--- src/rtl/riscv_regfile_scoreboard.sv ---
// Integer register file with write-through read ports and a per-register busy
// scoreboard that flags load-use hazards and tracks outstanding destinations.

module riscv_regfile_scoreboard_rdport #(
    parameter int XLEN     = 32,
    parameter int NUM_REGS = 32,
    parameter int AW       = $clog2(NUM_REGS)
) (
    input  logic [AW-1:0]                      addr_i,
    input  logic [NUM_REGS-1:0][XLEN-1:0]      regs_i,
    input  logic [NUM_REGS-1:0]                busy_i,
    input  logic                               wb_valid_i,
    input  logic [AW-1:0]                      wb_addr_i,
    input  logic [XLEN-1:0]                    wb_data_i,
    output logic [XLEN-1:0]                    data_o,
    output logic                               stall_o
);
    logic nz;
    logic hit;

    assign nz  = (addr_i != '0);
    assign hit = wb_valid_i && (wb_addr_i == addr_i);

    // A same-cycle writeback both forwards its data and satisfies the hazard.
    assign data_o  = !nz ? '0 : (hit ? wb_data_i : regs_i[addr_i]);
    assign stall_o = nz && busy_i[addr_i] && !hit;
endmodule

module riscv_regfile_scoreboard #(
    parameter int XLEN         = 32,
    parameter int NUM_REGS     = 32,
    parameter int NUM_RD_PORTS = 2,
    parameter int AW           = $clog2(NUM_REGS),
    parameter int CW           = $clog2(NUM_REGS + 1)
) (
    input  logic                                clk,
    input  logic                                rst_n,
    input  logic [NUM_RD_PORTS-1:0][AW-1:0]     rd_addr,
    output logic [NUM_RD_PORTS-1:0][XLEN-1:0]   rd_data,
    input  logic                                issue_valid,
    input  logic [AW-1:0]                       issue_rd,
    input  logic                                wb_valid,
    input  logic [AW-1:0]                       wb_addr,
    input  logic [XLEN-1:0]                     wb_data,
    output logic                                stall,
    output logic [CW-1:0]                       pending_cnt
);
    logic [NUM_REGS-1:0][XLEN-1:0] regs_q;
    logic [NUM_REGS-1:0]           busy_q, busy_d;
    logic [CW-1:0]                 cnt_q, cnt_d;
    logic [NUM_RD_PORTS-1:0]       stall_lane;

    // Clear on writeback first so a same-register issue in the same cycle wins.
    always_comb begin
        busy_d = busy_q;
        if (wb_valid)
            busy_d[wb_addr] = 1'b0;
        if (issue_valid && (issue_rd != '0))
            busy_d[issue_rd] = 1'b1;
        busy_d[0] = 1'b0;
    end

    always_comb begin
        cnt_d = '0;
        for (int i = 0; i < NUM_REGS; i++)
            cnt_d = cnt_d + CW'(busy_d[i]);
    end

    always_ff @(posedge clk or negedge rst_n) begin
        if (!rst_n) begin
            regs_q <= '0;
            busy_q <= '0;
            cnt_q  <= '0;
        end else begin
            if (wb_valid && (wb_addr != '0))
                regs_q[wb_addr] <= wb_data;
            busy_q <= busy_d;
            cnt_q  <= cnt_d;
        end
    end

    for (genvar p = 0; p < NUM_RD_PORTS; p++) begin : g_rd
        riscv_regfile_scoreboard_rdport #(
            .XLEN     (XLEN),
            .NUM_REGS (NUM_REGS),
            .AW       (AW)
        ) u_rd (
            .addr_i     (rd_addr[p]),
            .regs_i     (regs_q),
            .busy_i     (busy_q),
            .wb_valid_i (wb_valid),
            .wb_addr_i  (wb_addr),
            .wb_data_i  (wb_data),
            .data_o     (rd_data[p]),
            .stall_o    (stall_lane[p])
        );
    end

    assign stall       = |stall_lane;
    assign pending_cnt = cnt_q;
endmodule
--- config.mk ---
export PLATFORM = sky130hd
export DESIGN_NAME = riscv_regfile_scoreboard
export DESIGN_NICKNAME = d
export VERILOG_FILES = /design/src/rtl/riscv_regfile_scoreboard.sv
export SDC_FILE = /design/constraint.sdc
export NUM_CORES = 2
export LEC_CHECK = 0
export BUFFER_PORTS_ARGS = -buffer_cell sky130_fd_sc_hd__buf_2
export CORE_MARGIN = 2
export CORE_UTILIZATION = 57
export DETAILED_ROUTE_END_ITERATION = 10
export PLACE_DENSITY = 0.76
export RECOVER_POWER = 25
export SLEW_MARGIN = 20
export SYNTH_ARGS = -nofsm -noshare
export SYNTH_HDL_FRONTEND = slang
export SYNTH_SLANG_ARGS = --single-unit
--- constraint.sdc ---
create_clock -name clk -period 4.7 [get_ports clk]
set_clock_uncertainty 0.15 [all_clocks]
set_input_delay 0.705 -clock clk [delete_from_list [all_inputs] [get_ports clk]]
set_output_delay 0.705 -clock clk [all_outputs]
set_load 0.05 [all_outputs]
Word-level counts from Yosys, hierarchy flattened
Cells that the tools add are included.
{ "word_totals": {"regBits": 1061, "in_bits": 56, "out_inout_bits": 71, "elab_cells": 113} }
{ "op_classes": {"addsub": 30, "magnitude_cmp": 6, "eq_ne": 2, "muxes": 21, "n_bitwise": 3, "n_reduce_logical": 17} }
{ "op_table": {"columns": ["cell", "count"], "rows": [
  ["$bwmux W1024", 1],
  ["$bmux W32 S5", 2],
  ["$mux W32", 9],
  ["$demux W32 S5", 1],
  ["$add A6 B1 Y6", 25],
  ["$and A32 B32 Y32", 1],
  ["$not A32 Y32", 1],
  ["$or A32 B32 Y32", 1],
  ["$lt A5 B6 Y1 const B", 4],
  ["$reduce_bool A5 Y1", 4],
  ["$bmux W1 S5", 2],
  ["$demux W1 S5", 2],
  ["$eq A5 B5 Y1", 2],
  ["$ge A5 B1 Y1 const B", 2],
  ["$logic_and A1 B1 Y1", 10],
  ["$add A5 B1 Y6", 1],
  ["$add A4 B1 Y5", 1],
  ["$add A3 B1 Y4", 1],
  ["$mux W1", 4],
  ["$add A2 B1 Y3", 1],
  ["$add A1 B1 Y2", 1],
  ["$logic_not A1 Y1", 2],
  ["$reduce_or A2 Y1", 1]
]} }

Logic depth before layout (Yosys ltp)
{ "depth": {"depth_word": 39, "mapped_depth": 23, "ltp_nobuf": 21} }

Hierarchy
A second synthesis with hierarchy kept.
{ "unflattened": {"hier_cells": 4080, "hier_area_um2": 58438.5} }
{ "modules_own_cells": {"columns": ["module", "instances", "cells_per_inst", "area_per_inst_um2", "seq_area_each_um2"], "rows": [
  ["riscv_regfile_scoreboard", 1, 2480, 40448.8, 26550.5],
  ["riscv_regfile_scoreboard_rdport", 2, 800, 8994.9, 0.0]
]} }

Worst setup path after synthesis
No wires, ideal clock.
{ "synth_path": {"kind": "input port to flip-flop", "from": "input wb_valid", "to": "register cnt_q[4] (netlist: pending_cnt[4])", "setup_ns": 0.080, "arrival_ns": 6.241, "required_ns": 4.470, "path_slack_ns": -1.771, "path_stages": 22, "n_path_buf": 2, "path_cell_list": "clkbuf_1 or3b_2 nor2_1 buf_2 o21ai_0 inv_1 fa_1 fa_1 inv_1 fa_1 fa_1 inv_1 fa_1 fa_1 inv_1 fa_1 inv_1 fa_1 inv_1 a21o_1 a21oi_1 xnor2_1"} }
{ "synth_between": {"word_cells_on_any_way": 33, "cone_classes": "add/sub: 30; mux: 2; bitwise: 1"} }
{ "synth_lines": {"columns": ["item", "line", "rtl"], "rows": [
  ["from (decl)", "42", "input logic wb_valid,"],
  ["$mux W32 *", "56", "if (wb_valid)"],
  ["$or A32 B32 Y32 (no source line)", null, null],
  ["$mux W32 *", "58", "if (issue_valid && (issue_rd != '0))"],
  ["net busy_d[28]", "49", "logic [NUM_REGS-1:0] busy_q, busy_d;"],
  ["$add A6 B1 Y6 * (4 in a row)", "66", "cnt_d = cnt_d + CW'(busy_d[i]);"],
  ["net cnt_d[4]", "50", "logic [CW-1:0] cnt_q, cnt_d;"],
  ["to (signal assigned)", "78", "cnt_q <= cnt_d;"],
  ["to (decl)", "50", null]
]} }
Mark *: on every way through the listed nets, which the timed path passes. The rest lies on a longest branch.
A chain may end at the register's enable or synchronous reset.

Worst setup path after layout
{ "layout_path": {"from": "input wb_valid", "to": "register cnt_q[4] (netlist: pending_cnt[4])"} }
{ "layout_between": {"word_cells_on_any_way": 33, "cone_classes": "add/sub: 30; mux: 2; bitwise: 1"} }
{ "layout_lines": {"columns": ["item", "line"], "rows": [
  ["$mux W32 *", "56"],
  ["$or A32 B32 Y32 (no source line)", null],
  ["$mux W32 *", "58"],
  ["net busy_d[10]", "49"],
  ["$add A6 B1 Y6 * (22 in a row)", "66"],
  ["net cnt_d[4]", "50"]
]} }
Marked as above.

==> run summary <==
Clk root buf: clkbuf_16
Post-DRT Antenna Nets: 0
H-tree levels: 3
Pre-Repair DR Iteration Count: 5
Crit path DAT: 5.70 ns
Initial core utilization: 57.5%
Worst-path maximum fanout: 8
Synth unique cells: 50
CP Launch Type: primary input
Largest net degree at the start of global routing: 155
Global-route wire length before repair: 257000 um
I/O pins: 127
Total CTS buffers: 113
Worst Max-Slew Pin Slew: 1.12 ns
Leakage: 28.7 nW
RD Place Congestion: 0.892
Area grow syn2layout: 12.8%
Max Freq: 192 MHz
Die area: 104000 um^2
Synthesized flop and latch total: 1061
CTS Sinks: 1061
Core area: 100000 um^2
Post-synth EDFFs: 0
Vias in the first global route: 38500
Avg Inst Size Synth: 15.1 um^2
Multi-input combinational cell area: 29400 um^2
Synth Instances: 3809
Die W: 322 um
Min-delay worst type: in2reg
Routed WL per cell: 32.4 um
Post-synth net total: 3895
Routed Wire Length: 171000 um
GRT Total Usage: 33.9%
Core Util, Final: 64.9%
Top_reg_cell synth: dfrtp_1
DRC: 0
Initial antenna violation count: 9
Final period util: 111%
Async S/R FF share, synth: 100%
Max Root-Sink Buffers: 3
Hold depth: 5
Filler cells: 7016
Violated checks: setup timing
Area share of the largest cell type after synthesis: 46.1%
Sequential cell area: 26600 um^2
Crit. End Element: flop
Sequential area share after synthesis: 46.1%
PortBufs: 126
Most area-consuming cells after synthesis: dfrtp_1 (46%), mux4_2 (21%), mux2_2 (20%), mux2i_1 (2.2%), clkbuf_1 (1.4%)
Vias: 37100
Vias/cell: 7.03
Worst Reg-to-Reg Cells: 18
CTS tree: yes
Congestion Overflow GR: 0
Post-synth design cell area: 57600 um^2
Maxcap violations: 0
Fin worst setup slack: -0.511 ns
Core Rows: 116
Worst skew pair latency: 0.72 ns
Die H: 322 um
Crit path required time: 5.19 ns
Synth warn: 0
Layout cell share with drive strength beyond 1: 56.3%
Final-report hold violation count: 0
Clock input transition at the sequential cells of the worst setup and hold paths: 0.06 ns
Worst vdd ir: 1270 uV
Setup TNS: -1.83 ns
Worst slew margin: 25.0%
# nets final: 3963
RSZ-0062 raised after global routing: yes
Fin crit period: 5.21 ns
Pwr per Cell Area: 492 nW/um^2
Status: complete, but fails checks
Final setup fails: 5
HPWL after detailed placement: 95300 um
Crit path kind: in2reg
1st-iter DRT viols: 3848
Max Slew Vio Count: 0
Largest area contributor in the netlist: dfrtp_1
==> cell type report <==
class / count / area share [%]
inverters: 42 / 0.243
repair buffers: 381 / 5.10
flip-flops and latches: 1061 / 40.9
clock buffers: 168 / 5.25
clock inverters: 44 / 0.789
diodes: 5 / 0.0193
well taps: 1298 / 2.50
multi-input cells: 2278 / 45.3
==> synthesized netlist by cell type (8+ instances only) <==
cell type	instances
o22ai_1	18
a22o_1	17
mux4_2	546
a22oi_1	57
o221ai_1	10
buf_6	9
buf_4	19
mux2_2	1047
inv_1	42
clkbuf_1	214
nor3b_1	10
a21oi_1	21
buf_2	121
xnor2_1	13
nand4_1	15
nand2_1	144
buf_1	64
fa_1	23
a221o_1	9
o21ai_0	15
o211ai_1	36
a211oi_1	8
nor3_1	34
dfrtp_1	1061
mux2i_1	129
nor2_1	57
==> report_power, final <==
part / switching [mW] / internal, mW
combinational: 4.55 / 5.77
clock: 3.80 / 5.60
sequential: 1.26 / 11.0
total: 9.61 / 22.3
==> layer usage <==
| layer | vias to the layer above | GRT usage [%] | part of all wire (%) |
|---|---|---|---|
| met5 | - | 0 | 0.024 |
| met1 | 20000 | 46.3 | 39 |
| met2 | 1900 | 53.6 | 48 |
| li1 | 14800 | - | - |
| met4 | 6 | 14.0 | 4.4 |
| met3 | 436 | 6.91 | 9.0 |
==> kinds of logic after synthesis <==
logic type	synth area share, %
fa+ha+maj	0.951
simple gates	2.39
buf+inv	3.59
xor+xnor	0.198
flops	46.1
mux	44.2
compound gates	2.63
==> final timing paths <==
kind,startpoint,endpoint,slack [ns]
min in group asynchronous,rst_n,busy_q[14],0.38
worst max register to register,busy_q[26],pending_cnt[4],-0.38
worst min register to register,regs_q[14],regs_q[14],0.24
worst min-delay path,wb_addr[0],busy_q[24],0.23
worst max-delay path,wb_valid,pending_cnt[4],-0.51
max in group asynchronous,rst_n,regs_q[268],2.77
==> repair_timing <==
| action | CTS | global route |
|---|---|---|
| buffers inserted | 17 | 7 |
| pin swaps | 23 | 10 |
| setup endpoints to repair | 6 | 6 |
| resized for setup | 28 | 13 |
| hold buffers | 1 | 0 |
| endpoints found under the hold margin | 40 | 0 |
==> layout by cell type (no fill, tap or decap), types with 10 or more instances in the layout <==
cell type / Yosys / final
a21oi_1: 21 / 19
clkbuf_1: 214 / 22
dfrtp_1: 1061 / 1061
o22ai_1: 18 / 18
nor2_4: 0 / 20
a22o_1: 17 / 17
nand4_1: 15 / 15
buf_6: 9 / 12
a22oi_1: 57 / 51
clkbuf_8: 0 / 29
clkinv_2: 0 / 27
clkbuf_16: 0 / 117
xnor2_1: 13 / 12
inv_1: 42 / 38
o21ai_0: 15 / 14
nand2_1: 144 / 128
nand2_4: 0 / 12
nor2_1: 57 / 36
buf_2: 121 / 103
o221ai_1: 10 / 10
buf_4: 19 / 210
mux4_2: 546 / 546
bufinv_16: 0 / 11
nor3_1: 34 / 32
fa_1: 23 / 21
buf_12: 1 / 50
mux2i_1: 129 / 129
o211ai_1: 36 / 36
mux2_2: 1047 / 1047
==> through the flow <==
stage	instances	cell area (um^2)	worst slack, ns	hold slack, ns	power [mW]
global route	5275	65000	-0.723	0.245	33.6
CTS	5265	64900	-0.504	0.206	32.1
finish	5277	65000	-0.511	0.229	32.0
floorplan	3809	57800	-1.24	0.259	19.4
global placement	5036	60700	-1.43	0.226	21.9
detailed placement	5036	60700	-1.49	0.233	22.3
==> worst max-delay path, stage by stage <==
cell and delay, ns:
buf_12 0.10, nand2_4 0.06, nor2_4 0.15, buf_4 0.15, buf_4 0.11, nand2_4 0.04, a22o_1 0.27, fa_1 0.51
fa_1 0.57, fa_1 0.43, fa_1 0.48, inv_1 0.05, fa_1 0.45, fa_1 0.49, inv_1 0.05, fa_2 0.34
inv_2 0.07, fa_2 0.20, inv_1 0.05, a21o_1 0.16, a21oi_2 0.13, xnor2_1 0.13
==> sequential cells by signal, indices dropped and copies added (netlist names) <==
signal and flops:
regs_q 1024, busy_q 31, pending_cnt 6
(Power assumes the default switching activity.)
